File: config.mk
export PLATFORM = sky130hd
export DESIGN_NAME = connect_board_renderer
export DESIGN_NICKNAME = d
export VERILOG_FILES = /design/src/rtl/connect_board_renderer.sv
export SDC_FILE = /design/constraint.sdc
export NUM_CORES = 2
export LEC_CHECK = 0
export ABC_AREA = 1
export CAP_MARGIN = 5
export CELL_PAD_IN_SITES_DETAIL_PLACEMENT = 0
export CELL_PAD_IN_SITES_GLOBAL_PLACEMENT = 1
export CORE_MARGIN = 2
export CORE_UTILIZATION = 43
export CTS_BUF_LIST = sky130_fd_sc_hd__clkbuf_4 sky130_fd_sc_hd__clkbuf_8 sky130_fd_sc_hd__clkbuf_16
export DETAILED_ROUTE_END_ITERATION = 16
export DONT_BUFFER_PORTS = 1
export HOLD_SLACK_MARGIN = 0.12
export PLACE_DENSITY = 0.82
export SYNTH_ARGS = -nofsm -noshare
export SYNTH_HDL_FRONTEND = slang
export SYNTH_SLANG_ARGS = --single-unit
File: constraint.sdc
create_clock -name Clk -period 22.8 [get_ports Clk]
set_input_delay 4.56 -clock Clk [delete_from_list [all_inputs] [get_ports Clk]]
set_output_delay 4.56 -clock Clk [all_outputs]
set_load 0.1 [all_outputs]
File: src/rtl/connect_board_renderer.sv
// Connect-4 pixel renderer: 2-stage pixel pipeline with circular chips and a frame-stepped drop animation.
// Optional macro HOVER_BLINK_EN: the hover chip blinks 16 frames on / 16 frames off.
module connect_board_renderer #(
    parameter int ROWS    = 6,
    parameter int COLS    = 7,
    parameter int PITCH   = 65,
    parameter int RADIUS  = 27,
    parameter int X0      = 125,
    parameter int Y0      = 442,
    parameter int MARGIN  = 37,
    parameter int HOVER_Y = 40,
    parameter int STEP    = 8
) (
    input  logic                      Clk,
    input  logic                      Reset,
    input  logic [9:0]                pix_x,
    input  logic [9:0]                pix_y,
    input  logic                      in_display,
    input  logic                      frame_start,
    input  logic [ROWS*COLS-1:0]      board,
    input  logic [ROWS*COLS-1:0]      colors,
    input  logic [$clog2(COLS)-1:0]   selected_col,
    input  logic                      player,
    input  logic                      drop_req,
    input  logic [$clog2(COLS)-1:0]   drop_col,
    input  logic [$clog2(ROWS)-1:0]   drop_row,
    input  logic                      drop_color,
    output logic                      drop_busy,
    output logic                      drop_done,
    output logic [2:0]                vga_r,
    output logic [2:0]                vga_g,
    output logic [1:0]                vga_b
);
    localparam int CW = $clog2(COLS);
    localparam int RW = $clog2(ROWS);

    typedef logic signed [10:0] coord_t;

    localparam coord_t      RAD   = coord_t'(RADIUS);
    localparam logic [21:0] R2    = 22'(RADIUS * RADIUS);
    localparam coord_t      BX_LO = coord_t'(X0 - MARGIN);
    localparam coord_t      BX_HI = coord_t'(X0 + (COLS - 1) * PITCH + MARGIN);
    localparam coord_t      BY_LO = coord_t'(Y0 - (ROWS - 1) * PITCH - MARGIN);
    localparam coord_t      BY_HI = coord_t'(Y0 + MARGIN);
    localparam coord_t      HY    = coord_t'(HOVER_Y);

    localparam logic [7:0] WHITE  = 8'b111_111_11;
    localparam logic [7:0] YELLOW = 8'b110_110_00;
    localparam logic [7:0] RED    = 8'b110_000_00;
    localparam logic [7:0] BLACK  = 8'b000_000_00;

    typedef enum logic [1:0] {IDLE, FALL, LAND} state_t;

    function automatic coord_t col_x(input int c);
        return coord_t'(X0 + c * PITCH);
    endfunction

    function automatic coord_t row_y(input int r);
        return coord_t'(Y0 - r * PITCH);
    endfunction

    function automatic logic in_rad(input coord_t d);
        return (d >= -RAD) && (d <= RAD);
    endfunction

    function automatic logic [21:0] sq(input coord_t d);
        logic [10:0] a;
        logic [21:0] w;
        a = d[10] ? 11'(-d) : 11'(d);
        w = {11'b0, a};
        return w * w;
    endfunction

    function automatic logic in_disc(input coord_t dx, input coord_t dy);
        return (sq(dx) + sq(dy)) <= R2;
    endfunction

    // ---------------- drop animation FSM ----------------
    state_t        state_q;
    logic [9:0]    drop_y_q;
    logic [CW-1:0] dcol_q;
    logic [RW-1:0] drow_q;
    logic          dclr_q;
    logic          done_q;

    logic [9:0]  tgt_y;
    logic [10:0] step_y;
    logic        reached;
    logic        req_ok;

    always_comb begin
        tgt_y   = 10'(Y0 - int'(drow_q) * PITCH);
        step_y  = {1'b0, drop_y_q} + 11'(STEP);
        reached = step_y >= {1'b0, tgt_y};
        req_ok  = drop_req && (int'(drop_col) < COLS) && (int'(drop_row) < ROWS);
    end

    always_ff @(posedge Clk or posedge Reset) begin
        if (Reset) begin
            state_q  <= IDLE;
            drop_y_q <= 10'(HOVER_Y);
            dcol_q   <= '0;
            drow_q   <= '0;
            dclr_q   <= 1'b0;
            done_q   <= 1'b0;
        end else begin
            done_q <= 1'b0;
            case (state_q)
                IDLE: if (req_ok) begin
                    state_q  <= FALL;
                    dcol_q   <= drop_col;
                    drow_q   <= drop_row;
                    dclr_q   <= drop_color;
                    drop_y_q <= 10'(HOVER_Y);
                end
                FALL: if (frame_start) begin
                    if (reached) begin
                        drop_y_q <= tgt_y;
                        state_q  <= LAND;
                    end else begin
                        drop_y_q <= step_y[9:0];
                    end
                end
                LAND: if (frame_start) begin
                    done_q  <= 1'b1;
                    state_q <= IDLE;
                end
                default: state_q <= IDLE;
            endcase
        end
    end

    assign drop_busy = (state_q != IDLE);
    assign drop_done = done_q;

    logic hover_en;
`ifdef HOVER_BLINK_EN
    logic [4:0] blink_q;
    always_ff @(posedge Clk or posedge Reset) begin
        if (Reset)            blink_q <= '0;
        else if (frame_start) blink_q <= blink_q + 5'd1;
    end
    assign hover_en = ~blink_q[4];
`else
    assign hover_en = 1'b1;
`endif

    // ---------------- stage 1: cell match and deltas ----------------
    coord_t        xs, ys;
    logic          col_hit, row_hit;
    logic [CW-1:0] col_i;
    logic [RW-1:0] row_i;
    coord_t        dx_d, dy_d, ddx_d, ddy_d, hdx_d, hdy_d;
    logic          rect_d, cell_d, occ_d, clr_d, mask_d;

    assign xs = coord_t'({1'b0, pix_x});
    assign ys = coord_t'({1'b0, pix_y});

    // Cells are further apart than a chip diameter, so at most one column and one row can match.
    always_comb begin
        coord_t d;
        col_hit = 1'b0;
        col_i   = '0;
        dx_d    = '0;
        row_hit = 1'b0;
        row_i   = '0;
        dy_d    = '0;
        for (int unsigned c = 0; c < COLS; c++) begin
            d = xs - col_x(int'(c));
            if (in_rad(d)) begin
                col_hit = 1'b1;
                col_i   = CW'(c);
                dx_d    = d;
            end
        end
        for (int unsigned r = 0; r < ROWS; r++) begin
            d = ys - row_y(int'(r));
            if (in_rad(d)) begin
                row_hit = 1'b1;
                row_i   = RW'(r);
                dy_d    = d;
            end
        end
        cell_d = col_hit && row_hit;
        occ_d  = 1'b0;
        clr_d  = 1'b0;
        for (int unsigned r = 0; r < ROWS; r++) begin
            for (int unsigned c = 0; c < COLS; c++) begin
                if (cell_d && row_i == RW'(r) && col_i == CW'(c)) begin
                    occ_d = board[r * COLS + c];
                    clr_d = colors[r * COLS + c];
                end
            end
        end
        mask_d = drop_busy && (row_i == drow_q) && (col_i == dcol_q);
        ddx_d  = xs - col_x(int'(dcol_q));
        ddy_d  = ys - coord_t'({1'b0, drop_y_q});
        hdx_d  = xs - col_x(int'(selected_col));
        hdy_d  = ys - HY;
        rect_d = (xs >= BX_LO) && (xs <= BX_HI) && (ys >= BY_LO) && (ys <= BY_HI);
    end

    logic   v1_q, rect_q, cell_q, occ_q, clr_q, mask_q;
    logic   fall_q, dclr1_q, hover_q, player_q;
    coord_t dx_q, dy_q, ddx_q, ddy_q, hdx_q, hdy_q;

    always_ff @(posedge Clk or posedge Reset) begin
        if (Reset) begin
            v1_q     <= 1'b0;
            rect_q   <= 1'b0;
            cell_q   <= 1'b0;
            occ_q    <= 1'b0;
            clr_q    <= 1'b0;
            mask_q   <= 1'b0;
            fall_q   <= 1'b0;
            dclr1_q  <= 1'b0;
            hover_q  <= 1'b0;
            player_q <= 1'b0;
            dx_q     <= '0;
            dy_q     <= '0;
            ddx_q    <= '0;
            ddy_q    <= '0;
            hdx_q    <= '0;
            hdy_q    <= '0;
        end else begin
            v1_q     <= in_display;
            rect_q   <= rect_d;
            cell_q   <= cell_d;
            occ_q    <= occ_d;
            clr_q    <= clr_d;
            mask_q   <= mask_d;
            fall_q   <= drop_busy;
            dclr1_q  <= dclr_q;
            hover_q  <= !drop_busy && hover_en;
            player_q <= player;
            dx_q     <= dx_d;
            dy_q     <= dy_d;
            ddx_q    <= ddx_d;
            ddy_q    <= ddy_d;
            hdx_q    <= hdx_d;
            hdy_q    <= hdy_d;
        end
    end

    // ---------------- stage 2: squares, priority, colour pins ----------------
    logic [7:0] rgb_d, rgb_q;

    always_comb begin
        rgb_d = WHITE;
        if (rect_q) rgb_d = YELLOW;
        if (cell_q && in_disc(dx_q, dy_q))
            rgb_d = (occ_q && !mask_q) ? (clr_q ? BLACK : RED) : WHITE;
        if (fall_q && in_disc(ddx_q, ddy_q))
            rgb_d = dclr1_q ? BLACK : RED;
        if (hover_q && in_disc(hdx_q, hdy_q))
            rgb_d = player_q ? BLACK : RED;
        if (!v1_q) rgb_d = '0;
    end

    always_ff @(posedge Clk or posedge Reset) begin
        if (Reset) rgb_q <= '0;
        else       rgb_q <= rgb_d;
    end

    assign vga_r = rgb_q[7:5];
    assign vga_g = rgb_q[4:2];
    assign vga_b = rgb_q[1:0];

endmodule

Yosys cells after proc, flatten, opt, wreduce, memory -nomap -nowiden:

Cells that the tools add are included.

* word-level logic and storage cells: 347
* input bits: 120
* bits in registers: 104

* multipliers: 9
* $add $sub $neg: 30
* mux-type cells: 147
* eq/ne operators: 19
* order comparisons: 36
* reductions and logical operators: 83

Operator list (number)
* $mux W11: 19
* $ge A11 B6 Y1 const B: 13
* $le A11 B6 Y1 const B: 13
* $mul A11 B11 Y22: 6
* $mux W1: 101
* $logic_and A1 B1 Y1: 73
* $add A22 B22 Y22: 3
* $le A22 B10 Y1 const B: 3
* $neg A11 Y11: 6
* $sub A10 B9 Y11 const B: 6
* $mux W8: 8
* $sub A10 B8 Y11 const B: 4
* $mul A3 B7 Y10 const B: 3
* $mux W10: 3
* $mux W3: 9
* $add A7 B10 Y11 const A: 2
* $sub A10 B7 Y11 const B: 2
* $sub A11 B11 Y11: 2
* $ge A10 B7 Y1 const B: 2
* $pmux W10 S2: 1
* $eq A3 B3 Y1 const B: 5
* $eq A3 B2 Y1 const B: 4
* $add A10 B4 Y11 const B: 1
* $ge A11 B10 Y1: 1
* other kinds (22): 34

Longest topological paths before layout:

* depth in word-level cells: 55
* gate-level depth with buffers: 53
* gate-level depth less buffers: 52

Least setup slack after synthesis:

No wires, ideal clock.

* path type: reg-to-reg
* start point: register dy_q[0]
* end point: register rgb_q[6]
* data required time: 22680 ps
* cell stages (with the launch flop): 45
* path slack: 13991 ps
* period minus slack after synthesis: 8809 ps
* library setup time: 120 ps
* data arrival time: 8689 ps
* path through: dfrtp_1 > inv_1 > clkbuf_1 > ha_1 > inv_1 > nor3_1 > inv_1 > nor3_1 > inv_1 > nor2_1 > nand2_1 > nand2_1 > or2_2 > nand2_1 > inv_1 > nor2_1 > fa_1 > inv_1 > [9 not listed] > inv_1 > a221oi_1 > o21ai_0 > a21oi_1 > o21bai_1 > a21oi_1 > o21ai_0 > a21oi_1 > o21bai_1 > a21o_1 > a21oi_1 > xor2_1 > nand3_1 > a2111oi_0 > nand3b_1 > o22ai_1 > nand2_1 > o211a_1

* word-level cells in the longest chain between the ends: 10

Ends and longest elaborated chain
* start: declaration: RTL line 205 `coord_t dx_q, dy_q, ddx_q, ddy_q, hdx_q, hdy_q;`
* start signal: assignment: RTL line 237 `dy_q <= dy_d;`
* $neg A11 Y11: RTL line 69 `a = d[10] ? 11'(-d) : 11'(d);`
* $mux W11 (*): RTL line 69
* $mul A11 B11 Y22 (*): RTL line 71 `return w * w;`
* $add A22 B22 Y22 (*): RTL line 75 `return (sq(dx) + sq(dy)) <= R2;`
* $le A22 B10 Y1 (*): RTL line 75
* $logic_and A1 B1 Y1 (*): RTL line 251 `if (cell_q && in_disc(dx_q, dy_q))`
* $mux W8 (*): RTL line 251
* $mux W8 (*): RTL line 253 `if (fall_q && in_disc(ddx_q, ddy_q))`
* $mux W8 (*): RTL line 255 `if (hover_q && in_disc(hdx_q, hdy_q))`
* $mux W8 (*): RTL line 257 `if (!v1_q) rgb_d = '0;`
* named net rgb_d[6]: RTL line 246 `logic [7:0] rgb_d, rgb_q;`
* end signal: assignment: RTL line 262 `else rgb_q <= rgb_d;`
* end: declaration: RTL line 246

The timed path passes the listed nets; every way through them passes the cells marked *.
A chain may end at the register's enable or synchronous reset.

Worst setup path in the final report:

Same ends and word-level chain as after synthesis.

==> results list <==
- Root Buffer Master: sky130_fd_sc_hd__clkbuf_16
- Max-cap violations in this run came to 0.
* Startpoint type of the worst setup path: register
- Setup violations remaining at the end of the flow were counted as 0.
- Tightest Hold Check Type: register to register
- For the pin with the worst max-slew slack, the measured transition is 1.165 ns.
- Via-to-Cell Ratio: 4.959
- Of the synthesized area, sequential elements account for 8.001%.
- Most frequent CP cell: sky130_fd_sc_hd__inv_1
- The count of nets left with antenna violations once routing finished came out at 0.
- The count of cells in the finished layout, fillers not included, comes to 5007.
* Setup tns final: 0 ns
* Routed length per placed instance: 15.92 µm
- Fillers: 7219
- Post-cts gate resize count: 0
* Number of warnings reported in the yosys synthesis log: 0
- Area growth from synthesis to layout: 4.323%
- Clock skew after layout: 0.007082 ns
* Finished layout cell area: 0.03234 mm²
- The core region is 0.07149 mm².
* Required @ worst endpoint: 23.06 ns
* Reg-to-reg endpoint: rgb_q[6]$_DFF_PP0_
* Total congestion overflow: 0
- Max-slew headroom: 22.69%
- Number of port buffers: 0
* Share of post-route cells with drive strength above 1: 3.624%
- Distinct cell type count after synthesis: 64
- Entering global routing, the biggest net connects 77 pins.
* Crit path capture type: register
- Of all nets on the critical path, the largest fanout is 14.
- Top cells by area in the synthesized netlist: sky130_fd_sc_hd__fa_1, sky130_fd_sc_hd__ha_1, sky130_fd_sc_hd__inv_1
* Unrepaired setup endpoints after global routing: false
* Post-cts hold buffer count: 0
* TritonCTS clock tree: built
- After synthesis, the share of flip-flops with an asynchronous set or reset is 100.0%.
- GPL Wtd Cong: 0.9030
* DR DRC count: 0
- The run finished with clean final reports.
* Chip height: 272.5 µm
* Maximum level of the CTS H-tree: 3
- Counting cells, the worst reg-to-reg path comes to 44.
* Clock latency on the worst-skew pair: 0.37 ns
- Starting density of the core: 43.36%
- At the worst endpoint, the arrival time is 10.23 ns.
* Wirelength, routed: 79700 µm
- Via count of the routed design: 24830
- After detailed placement, the design holds a cell count of 4990.
- For this run, the top clock speed supported by timing is 100.3 MHz.
- Proportion of netlist area held by the largest area contributor: 32.29%
* Final count of hold timing violations: 0
- Antenna violations before repair: 7
- Library cell contributing the largest single delay on the critical path: sky130_fd_sc_hd__fa_1
- In this run the worst setup path terminates at rgb_q[6]$_DFF_PP0_.
- Num CTS Buffers: 9
- The cell count after synthesis came out at 4060.
- Register-to-register setup slack: 12.83 ns
- Source of the worst register-to-register timing path: dy_q[0]$_DFF_PP0_
- Die width: 272.5 µm
* Number of ports placed on the die boundary: 130
- The most critical setup path has its startpoint at dy_q[0]$_DFF_PP0_.
- EDFF count, synth: 0
- WHS: 0.3865 ns
- The worst path uses 43.75% of the clock period.
- Post-CTS timing repair inserted 0 buffers for setup.
- The first global-routing pass estimated 132900 µm of wire.
* DRT iter0 DRCs: 1392
* Placed Instance Area: 0.03201 mm²
- Synthesis-stage register bit count: 99
- Final number of max-transition violations: 0
- Largest buffer count on any clock path: 2
- Number of iterations in the first detailed-routing pass: 6
- Vias in the first global route: 25410
- Clock-pin slew was measured on the worst setup and hold paths at 0.09 ns.
- For this run, the total global-route usage over all layers was measured as 22.38%.
- CTS sink count: 99
- Die outline area: 0.07425 mm²
- Start-to-end type of the worst setup path: register to register
- Number of core rows: 98
- Delay of the slowest critical-path stage: 0.54 ns
- Avg Cell Area, Syn: 7.634 µm²
- The cell area that synthesis handed to floorplanning was 0.03100 mm².
* Sum of net half-perimeters after detailed placement: 69070 µm
- The synthesized design spends more area on one cell type than any other, namely sky130_fd_sc_hd__fa_1.
* Post-synth top flop: sky130_fd_sc_hd__dfrtp_1
- Post-layout minimum cycle time: 9.975 ns
- The net count of the finished layout is 5046.
synth_stat cells, drive strengths merged, types with 3 or more instances:
cell type and count:
nor2 433, o21ai 110, dfrtp 97, nor3 27, buf 38, nand3b 22, fa 500, a21oi 112
nor4 5, xnor2 37, or2 33, a2111oi 4, a221oi 3, o221ai 13, and2 3, o211ai 12
a31oi 4, o22ai 15, ha 375, inv 1010, nand2 768, a211oi 6, xor2 75, o21bai 13
and3 7, nand3 203, nand4 42, clkbuf 27, clkinv 22, o31ai 10, o21a 3, a21o 9
per-layer routing:
metal | global-route usage (%) | vias up | part of all wire, %
li1 | - | 12240 | -
met1 | 32.25 | 11950 | 47
met2 | 36.20 | 558 | 46
met3 | 2.812 | 89 | 5.2
met4 | 4.453 | 4 | 2.0
met5 | 0 | - | 0.029
kinds of logic after synthesis:
kind of cell,share of synthesized area (%)
XOR/XNOR,3.165
AND/OR/NAND/NOR,21.43
other,0.02423
buffers and inverters,13.70
AO/OA/AOI/OAI,6.176
flip-flops,8.001
multiplexers,0.07265
adder cells (fa/ha/maj),47.43
state kept, by name, indices dropped and copies added, names as in the netlist, 2 cells and up:
signal,flops
dcol_q,3
ddx_q,11
ddy_q,11
drop_y_q,10
drow_q,3
dx_q,11
dy_q,11
hdx_q,11
hdy_q,11
rgb_q,3
state_q,2
worst max-delay path, delay by kind of cell (launching register included):
kind | cells | cell delay, ns
adder cells (fa/ha/maj) | 9 | 4.21
AND/OR/NAND/NOR | 14 | 1.47
XOR/XNOR | 1 | 0.16
buffers and inverters | 9 | 1.21
flip-flops | 1 | 0.40
AO/OA/AOI/OAI | 11 | 2.40
stage by stage:
stage | setup slack (ns) | utilization (%)
after floorplan | 13.99 | -
after global placement | 13.18 | 44.78
after detailed placement | 12.89 | 44.78
after CTS | 12.84 | 45.23
after global routing | 12.01 | 45.23
final | 12.83 | 45.23
worst min-delay path by stage:
stage / start / to / cells after the start
6_report: dclr_q$_DFFE_PP0P_ / dclr1_q$_DFF_PP0_ / 0
5_1_grt: dclr_q$_DFFE_PP0P_ / dclr1_q$_DFF_PP0_ / 0
2_1_floorplan: dclr_q$_DFFE_PP0P_ / dclr1_q$_DFF_PP0_ / 0
3_3_place_gp: dclr_q$_DFFE_PP0P_ / dclr1_q$_DFF_PP0_ / 0
4_1_cts: dclr_q$_DFFE_PP0P_ / dclr1_q$_DFF_PP0_ / 0
3_5_place_dp: dclr_q$_DFFE_PP0P_ / dclr1_q$_DFF_PP0_ / 0
cell type report:
type                    count  area, µm²  area share (%)
diodes                      1      2.502        0.007739
clock buffers               9      225.2          0.6965
clock inverters             7      100.1          0.3095
inverters                1032       3876           11.99
multi-input cells        2904      24420           75.52
flip-flops and latches     99       2486           7.688
well taps                 950       1189           3.676
repair buffers              5      37.54          0.1161
layout by cell type (no fill, tap or decap), types with 31 or more instances in the layout:
cell type and n:
sky130_fd_sc_hd__nand3_1 197, sky130_fd_sc_hd__nand2_1 737, sky130_fd_sc_hd__or2_2 31, sky130_fd_sc_hd__nand4_1 42
sky130_fd_sc_hd__inv_2 31, sky130_fd_sc_hd__o21ai_0 97, sky130_fd_sc_hd__inv_1 978, sky130_fd_sc_hd__xor2_1 75
sky130_fd_sc_hd__nor2_1 419, sky130_fd_sc_hd__xnor2_1 37, sky130_fd_sc_hd__dfrtp_1 94, sky130_fd_sc_hd__conb_1 42
sky130_fd_sc_hd__ha_1 375, sky130_fd_sc_hd__fa_1 500, sky130_fd_sc_hd__a21oi_1 112
Power is left out: the tool's default activity adds up to more than one toggle a clock period on the data nets, which glitch-free logic cannot reach.
